## config.mk

```make
export PLATFORM = sky130hd
export DESIGN_NAME = guess_solver
export DESIGN_NICKNAME = d
export VERILOG_FILES = /design/src/rtl/guess_solver.sv
export SDC_FILE = /design/constraint.sdc
export NUM_CORES = 1
export LEC_CHECK = 0
export ABC_CLOCK_PERIOD_IN_PS = 3000
export CORE_MARGIN = 2
export CORE_UTILIZATION = 40
export DETAILED_ROUTE_END_ITERATION = 12
export GPL_ROUTABILITY_DRIVEN = 0
export PLACE_DENSITY = 0.59
export SYNTH_ARGS = -nofsm -noshare
export SYNTH_HDL_FRONTEND = slang
export SYNTH_SLANG_ARGS = --single-unit
```

## constraint.sdc

```tcl
create_clock -name clk -period 3 [get_ports clk]
set_input_delay 0.6 -clock clk [delete_from_list [all_inputs] [get_ports clk]]
set_output_delay 0.6 -clock clk [all_outputs]
set_load 0.03 [all_outputs]
```

## src/rtl/guess_solver.sv

```systemverilog
// Binary-search player for guess_game: drives a guess, waits for the response to
// settle, narrows [lo, hi] until the game reports correct or the try limit is hit.
module guess_solver #(
  parameter int WIDTH     = 6,
  parameter int SETTLE    = 2,
  parameter int MAX_TRIES = 7
) (
  input  logic             clk,
  input  logic             rst,
  input  logic             start,
  input  logic [WIDTH-1:0] result,
  output logic [WIDTH-1:0] guess,
  output logic             busy,
  output logic             done,
  output logic             found,
  output logic [3:0]       tries
);

  localparam int CW = (SETTLE > 1) ? $clog2(SETTLE) : 1;
  localparam logic [WIDTH-1:0] ONE = {{(WIDTH-1){1'b0}}, 1'b1};

  typedef enum logic [2:0] {
    S_IDLE,
    S_DRIVE,
    S_WAIT,
    S_EVAL,
    S_DONE,
    S_FAIL
  } state_e;

  state_e           state_q;
  logic [WIDTH-1:0] lo_q, hi_q, guess_q;
  logic [CW-1:0]    cnt_q;
  logic [3:0]       tries_q;
  logic             busy_q, done_q, found_q;

  // Midpoint is formed one bit wider so lo+hi cannot wrap.
  logic [WIDTH:0]   sum_d;
  logic [WIDTH-1:0] mid_d;
  logic             at_limit_d;
  logic             unused_result_hi;

  assign sum_d            = {1'b0, lo_q} + {1'b0, hi_q};
  assign mid_d            = sum_d[WIDTH:1];
  assign at_limit_d       = (tries_q == 4'(MAX_TRIES));
  assign unused_result_hi = ^result[WIDTH-1:3];

  // NOTE: all state updates use <= so every branch reads the pre-edge values.
  always_ff @(posedge clk) begin
    if (rst) begin
      state_q <= S_IDLE;
      lo_q    <= '0;
      hi_q    <= '1;
      guess_q <= '0;
      cnt_q   <= '0;
      tries_q <= '0;
      busy_q  <= 1'b0;
      done_q  <= 1'b0;
      found_q <= 1'b0;
    end else begin
      case (state_q)
        S_IDLE, S_DONE, S_FAIL: begin
          if (start) begin
            lo_q    <= '0;
            hi_q    <= '1;
            tries_q <= '0;
            done_q  <= 1'b0;
            found_q <= 1'b0;
            busy_q  <= 1'b1;
            state_q <= S_DRIVE;
          end
        end
        S_DRIVE: begin
          guess_q <= mid_d;
          tries_q <= tries_q + 4'd1;
          cnt_q   <= CW'(SETTLE - 1);
          state_q <= S_WAIT;
        end
        S_WAIT: begin
          if (cnt_q == '0) state_q <= S_EVAL;
          else             cnt_q   <= cnt_q - 1'b1;
        end
        S_EVAL: begin
          case (result[2:0])
            3'b001: begin
              found_q <= 1'b1;
              busy_q  <= 1'b0;
              done_q  <= 1'b1;
              state_q <= S_DONE;
            end
            3'b010: begin
              if (guess_q == lo_q || at_limit_d) begin
                busy_q  <= 1'b0;
                done_q  <= 1'b1;
                state_q <= S_FAIL;
              end else begin
                hi_q    <= guess_q - ONE;
                state_q <= S_DRIVE;
              end
            end
            3'b100: begin
              if (guess_q == hi_q || at_limit_d) begin
                busy_q  <= 1'b0;
                done_q  <= 1'b1;
                state_q <= S_FAIL;
              end else begin
                lo_q    <= guess_q + ONE;
                state_q <= S_DRIVE;
              end
            end
            default: begin
              busy_q  <= 1'b0;
              done_q  <= 1'b1;
              state_q <= S_FAIL;
            end
          endcase
        end
        default: state_q <= S_IDLE;
      endcase
    end
  end

  assign guess = guess_q;
  assign busy  = busy_q;
  assign done  = done_q;
  assign found = found_q;
  assign tries = tries_q;

endmodule

```

==> impl_metrics.tcl, run 1 <==
set metrics [dict create \
    status "finished, final reports clean" \
    fin_hold_ws_ns 0.4726 \
    rows 24 \
    worstReg2RegStart "state_q[1]" \
    clockBufferDepth 2 \
    cpPeakStageDelay_ns 0.76 \
    initial_core_util_pct 40.97 \
    pin_count 22 \
    dp_hpwl_um 2929 \
    synth_top_area_cell "dfxtp_1" \
    fmax_mhz 445.3 \
    ant_nets 0 \
    clock-sinks 29 \
    cts_setup_buffers 0 \
    netlist.area_leader.share_pct 33.00 \
    synth_area_um2 1759 \
    cts.clk_slew.worst_paths_ns 0.06 \
    critPathRequiredTime_ns 2.40 \
    critPathTopFamily "buffers and inverters" \
    rrSetupSlack_ns 0.97 \
    drc 0 \
    ir_worst_vdd_v 0.0003550 \
    die_w_um 70.32 \
    final_nets 247 \
    wl_um 4131 \
    insertion_delay_ns 0.28 \
    cp-start-kind "flip-flop" \
    tightestPinTransition_ns 0.7521 \
    synthTopCellsByCount "29 x dfxtp_1, 25 x nor2_1, 17 x a21oi_1" \
    cts_resized 0 \
    crit_chain "clkdlybuf4s50_1" \
    ys_seq_elements 29 \
    worstSetupEndpoint "guess[3]" \
    grt_pass1_vias 1453 \
    criticalPathCategory "reg2out" \
    track_usage_pct 18.04 \
    crit_start "guess[3]" \
    rsz0062_at_grt "no" \
    io_buffer_count 18 \
    endpoint_kind "primary output" \
    drive_gt1_share_pct 6.522 \
    hold_viol 0 \
    synth.avg_cell_area_um2 8.221 \
    path_depth 1 \
    hold_buffers 0 \
    yosysMostFrequentCell "dfxtp_1" \
    min_from "cnt_q" \
    insertedDiodeCount 0 \
    skew_ns 0.002664 \
    drt-initial-drc-count 94 \
    cts_made_buffers 5 \
    slew_headroom_pct 49.59 \
    wl_per_cell_um 14.65 \
    cts_max_level 2 \
    finalSetupViolations 0 \
    die_h_um 70.32 \
    power_density_nw_per_um2 690.2 \
    drv_cap 0 \
    fin_setup_tns_ns 0 \
    drt-pass1-iter-count 4 \
    synth_area_leaders "dfxtp_1 33%, xnor2_1 7.0%, ha_1 5.7%" \
    min_path_type "reg2reg" \
    synth-edff-count 0 \
    r2r_end "busy" \
    ys.flop_type "dfxtp_1" \
    critPathSlowestCell "clkdlybuf4s50_1" \
    fin_crit_sh_pct 74.86 \
    die-area_um2 4944 \
    grt_max_degree 20 \
    via_per_inst 5.511 \
    rr_worst_depth 6 \
    seq_area_frac_synth_pct 33.00 \
    post-route-min-period_ns 2.246 \
    grt.overflow.total 0 \
    antenna_found_initial 0 \
    synthArstFlopShare_pct 0 \
    core-area_um2 4294 \
    vias 1554 \
    area_delta_synth_final_pct 15.72 \
    synth_nets 232 \
    yosys_warnings 0 \
    crit_buf_inv 1 \
    cts_tree "built" \
    syn_inst 214 \
    ctsRootBufferMaster "clkbuf_8" \
    critical_path_arrival_ns 1.65 \
    critPathMaxFanout 10 \
    report.final.slew_viol_count 0 \
    ys_types 45 \
    grt_pass1_wl_um 6975 \
    leakage_nw 0.7533 \
]
cell families (layout without fill, tap and decap cells):
family	count (synthesis)	count (layout)	synth area share (%)
compound gates	50	50	17.64
xor+xnor	24	24	11.95
fa+ha+maj	9	9	6.828
buf+inv	21	37	5.975
flops	29	29	33.00
mux	5	5	2.845
simple gates	76	76	21.77
state kept, by name, summed over array words and instances (netlist names):
| register | flops |
|---|---|
| guess | 6 |
| hi_q | 6 |
| lo_q | 6 |
| tries | 4 |
| state_q | 3 |
| busy | 1 |
| cnt_q | 1 |
| done | 1 |
| found | 1 |
metal layers:
layer  up-vias  track usage [%]  share of wire (%)
li1        775                -                  -
met1       739            24.42                 50
met2        36            27.57                 44
met3         4            5.628                4.1
met4         0            5.128                1.3
met5         -                0                  0
worst min-delay path by stage:
stage | slack, ns | cells after the start | endpoint
after floorplan | 0.45 | 2 | cnt_q
after global placement | 0.46 | 2 | cnt_q
after detailed placement | 0.47 | 2 | cnt_q
after CTS | 0.48 | 2 | cnt_q
after global routing | 0.51 | 2 | cnt_q
final | 0.47 | 2 | cnt_q
cell type report:
cell class,count,area (µm²)
clock buffers,8,80.08
flip-flops and latches,29,580.6
multi-input cells,164,1074
inverters,7,26.28
fillers,440,2258
well taps,52,65.06
repair buffers,22,210.2
power by group:
part / switching, mW / internal (mW) / total [mW] / leakage, nW
logic: 0.306 / 0.244 / 0.550 / 0.478
registers: 0.108 / 0.438 / 0.546 / 0.236
clock network: 0.144 / 0.164 / 0.309 / 0.0395
layout by cell type (no fill, tap or decap), types with 7 or more instances in the layout:
| cell | synthesis | final |
|---|---|---|
| dfxtp_1 | 29 | 29 |
| nor2_1 | 25 | 25 |
| clkdlybuf4s50_1 | 0 | 18 |
| a21oi_1 | 17 | 17 |
| o21ai_0 | 14 | 14 |
| xnor2_1 | 14 | 14 |
| nand2_1 | 13 | 13 |
| xor2_1 | 10 | 10 |
| nor3_1 | 10 | 10 |
| ha_1 | 8 | 8 |
| inv_1 | 7 | 7 |
stage by stage:
stage                     worst slack, ns  util, %  instance area (µm²)  power [mW]  cells
after floorplan                     1.070        -                 1759      0.9593    214
after global placement             0.5518    45.54                 1956       1.103    274
after detailed placement           0.5163    45.54                 1956       1.108    274
after CTS                          0.7449    47.41                 2036       1.416    282
after global routing               0.6690    47.41                 2036       1.507    282
final                              0.7542    47.41                 2036       1.405    282
No activity file was read; power rests on OpenSTA's default activity.
==> inputs of run 2 (changes only) <==
--- a/config.mk
+++ b/config.mk
@@ -5,12 +5,12 @@
 export SDC_FILE = /design/constraint.sdc
 export NUM_CORES = 1
 export LEC_CHECK = 0
-export ABC_CLOCK_PERIOD_IN_PS = 3000
+export ABC_CLOCK_PERIOD_IN_PS = 1900
 export CORE_MARGIN = 2
 export CORE_UTILIZATION = 40
 export DETAILED_ROUTE_END_ITERATION = 12
 export GPL_ROUTABILITY_DRIVEN = 0
-export PLACE_DENSITY = 0.59
+export PLACE_DENSITY = 0.61
 export SYNTH_ARGS = -nofsm -noshare
 export SYNTH_HDL_FRONTEND = slang
 export SYNTH_SLANG_ARGS = --single-unit
==> constraint.sdc (replaced) <==
create_clock -name clk -period 1.9 [get_ports clk]
set_input_delay 0.38 -clock clk [delete_from_list [all_inputs] [get_ports clk]]
set_output_delay 0.38 -clock clk [all_outputs]
set_load 0.03 [all_outputs]
==> run 2 against run 1 <==
  * Critical path depth increased by 1
  * Worst setup slack worse by 0.70 ns
  * Count of clock-buffer cells in the layout down 1
  * Sequential power grew 41%
  * Design area increased by 9.4%
  * Highest routed layer unchanged
  * Largest power group unchanged
  * Global-route usage grew 0.87 points
  * Cell count grew 7.1%
  * Clock skew is 0.0029 ns higher
==> impl_metrics.tcl, run 2 (synthesis results as in run 1) <==
set metrics [dict create \
    status "finished, final reports clean" \
    endpoint_kind "primary output" \
    hold_viol 0 \
    stdcell_count 302 \
    wl_per_cell_um 14.59 \
    area_delta_synth_final_pct 26.60 \
    finalSetupViolations 0 \
    final_cell_mix "25 x nor2_1, 24 x dfxtp_1, 24 x buf_4, 17 x a21oi_1, 16 x clkdlybuf4s50_1" \
    fin_util_pct 51.86 \
    grt_max_degree 26 \
    p_comb_share_pct 45.8 \
    post-route-min-period_ns 1.842 \
    fin_setup_tns_ns 0 \
    multiInputGateArea_um2 1081 \
    p_sw_share_pct 39.01 \
    via_per_inst 5.338 \
    p_int_mw 1.471 \
    crit_start "guess[0]" \
    track_usage_pct 18.91 \
    min_path_type "reg2reg" \
    wl_um 4406 \
    pin_count 22 \
    clock_power_share_pct 22.2 \
    cts_max_level 2 \
    drv_cap 0 \
    seqPwrFrac_pct 31.9 \
    fin_crit_sh_pct 96.96 \
    report.final.slew_viol_count 0 \
    tightestPinTransition_ns 0.3349 \
    die-area_um2 4944 \
    min_from "cnt_q" \
    clock-sinks 29 \
    leakage_nw 0.8950 \
    nFillCells 414 \
    fmax_mhz 542.8 \
    power_density_nw_per_um2 1083 \
    cts_made_buffers 5 \
    ff_latch_area_um2 586.8 \
    dp_cells 295 \
    cp-start-kind "flip-flop" \
    slew_headroom_pct 77.55 \
    ir_worst_vdd_v 0.0006643 \
    insertedDiodeCount 0 \
    drt-initial-drc-count 95 \
    initial_core_util_pct 40.97 \
    power.net_switching_mw 0.9405 \
    cts_tree "built" \
    skew_ns 0.005592 \
    rows 24 \
    clockBufferDepth 2 \
    dp_hpwl_um 3178 \
    antenna_found_initial 0 \
    io_buffer_count 18 \
    die_w_um 70.32 \
    ant_nets 0 \
    critPathRequiredTime_ns 1.52 \
    drc 0 \
    grt_pass1_wl_um 7141 \
    final_nets 268 \
    die_h_um 70.32 \
    grt_pass1_vias 1456 \
    critical_path_arrival_ns 1.46 \
    cts.clk_slew.worst_paths_ns 0.07 \
    critPathMaxFanout 8 \
    ctsRootBufferMaster "clkbuf_8" \
    final_common_cell "nor2_1" \
    insertion_delay_ns 0.29 \
    grt.overflow.total 0 \
    core-area_um2 4294 \
    vias 1612 \
    drt-pass1-iter-count 4 \
    criticalPathCategory "reg2out" \
    cts_setup_buffers 0 \
    drive_gt1_share_pct 16.80 \
    worstReg2RegStart "hi_q[0]" \
]
-- run 2: cell count changes in the layout (fill, tap and decap cells not counted), sizes merged --
cell	before	now
clkbuf	8	7
clkdlybuf4s50	18	16
buf	4	25
dlygate4sd2	0	1
dlymetal6s2s	0	1
-- run 2: worst paths after layout --
kind         endpoint  slack [ns]  cells after the start
max          guess[0]        0.06                      2
min             cnt_q        0.48                      2
max reg2reg   lo_q[4]        0.14                      7
min reg2reg     cnt_q        0.48                      2
-- run 2: area by class of cell --
type | instances | share of cell area (%)
flip-flops and latches | 29 | 26.35
repair buffers | 43 | 17.13
clock buffers | 7 | 3.876
inverters | 7 | 1.180
well taps | 52 | 2.921
multi-input cells | 164 | 48.54
-- run 2: through the flow --
step | area, µm² | total power [mW] | hold WS, ns | worst slack, ns
after floorplan | 1764 | 1.521 | 0.4466 | 0.02507
after global placement | 2131 | 1.865 | 0.4670 | -0.1777
after detailed placement | 2131 | 1.876 | 0.4710 | -0.2368
after CTS | 2216 | 2.412 | 0.4823 | 0.01509
after global routing | 2227 | 2.556 | 0.5123 | -0.01947
final | 2227 | 2.411 | 0.4803 | 0.05767
-- run 2: power by group through the flow --
stage	clock, mW	sequential [mW]	combinational, mW
floorplan	0	0.867	0.655
global placement	0	0.780	1.09
detailed placement	0	0.781	1.09
CTS	0.545	0.768	1.10
global route	0.575	0.782	1.20
finish	0.536	0.770	1.11
-- run 2: routing by layer --
layer	vias up	global-route usage, %	wire length [µm]
met5	-	0	0
met4	0	8.120	78
met3	5	5.339	152
met2	24	26.00	1888
met1	772	27.26	2288
li1	811	-	-
-- run 2: repair_timing --
action | CTS | global route
gates resized for setup | 1 | 3
hold buffers | 0 | 0
endpoints found under the setup margin | 1 | 2
-- run 2: worst max-delay path: stages (launching register included) --
cell	delay, ns
dfxtp_2	0.33
buf_4	0.16
clkdlybuf4s50_1	0.68
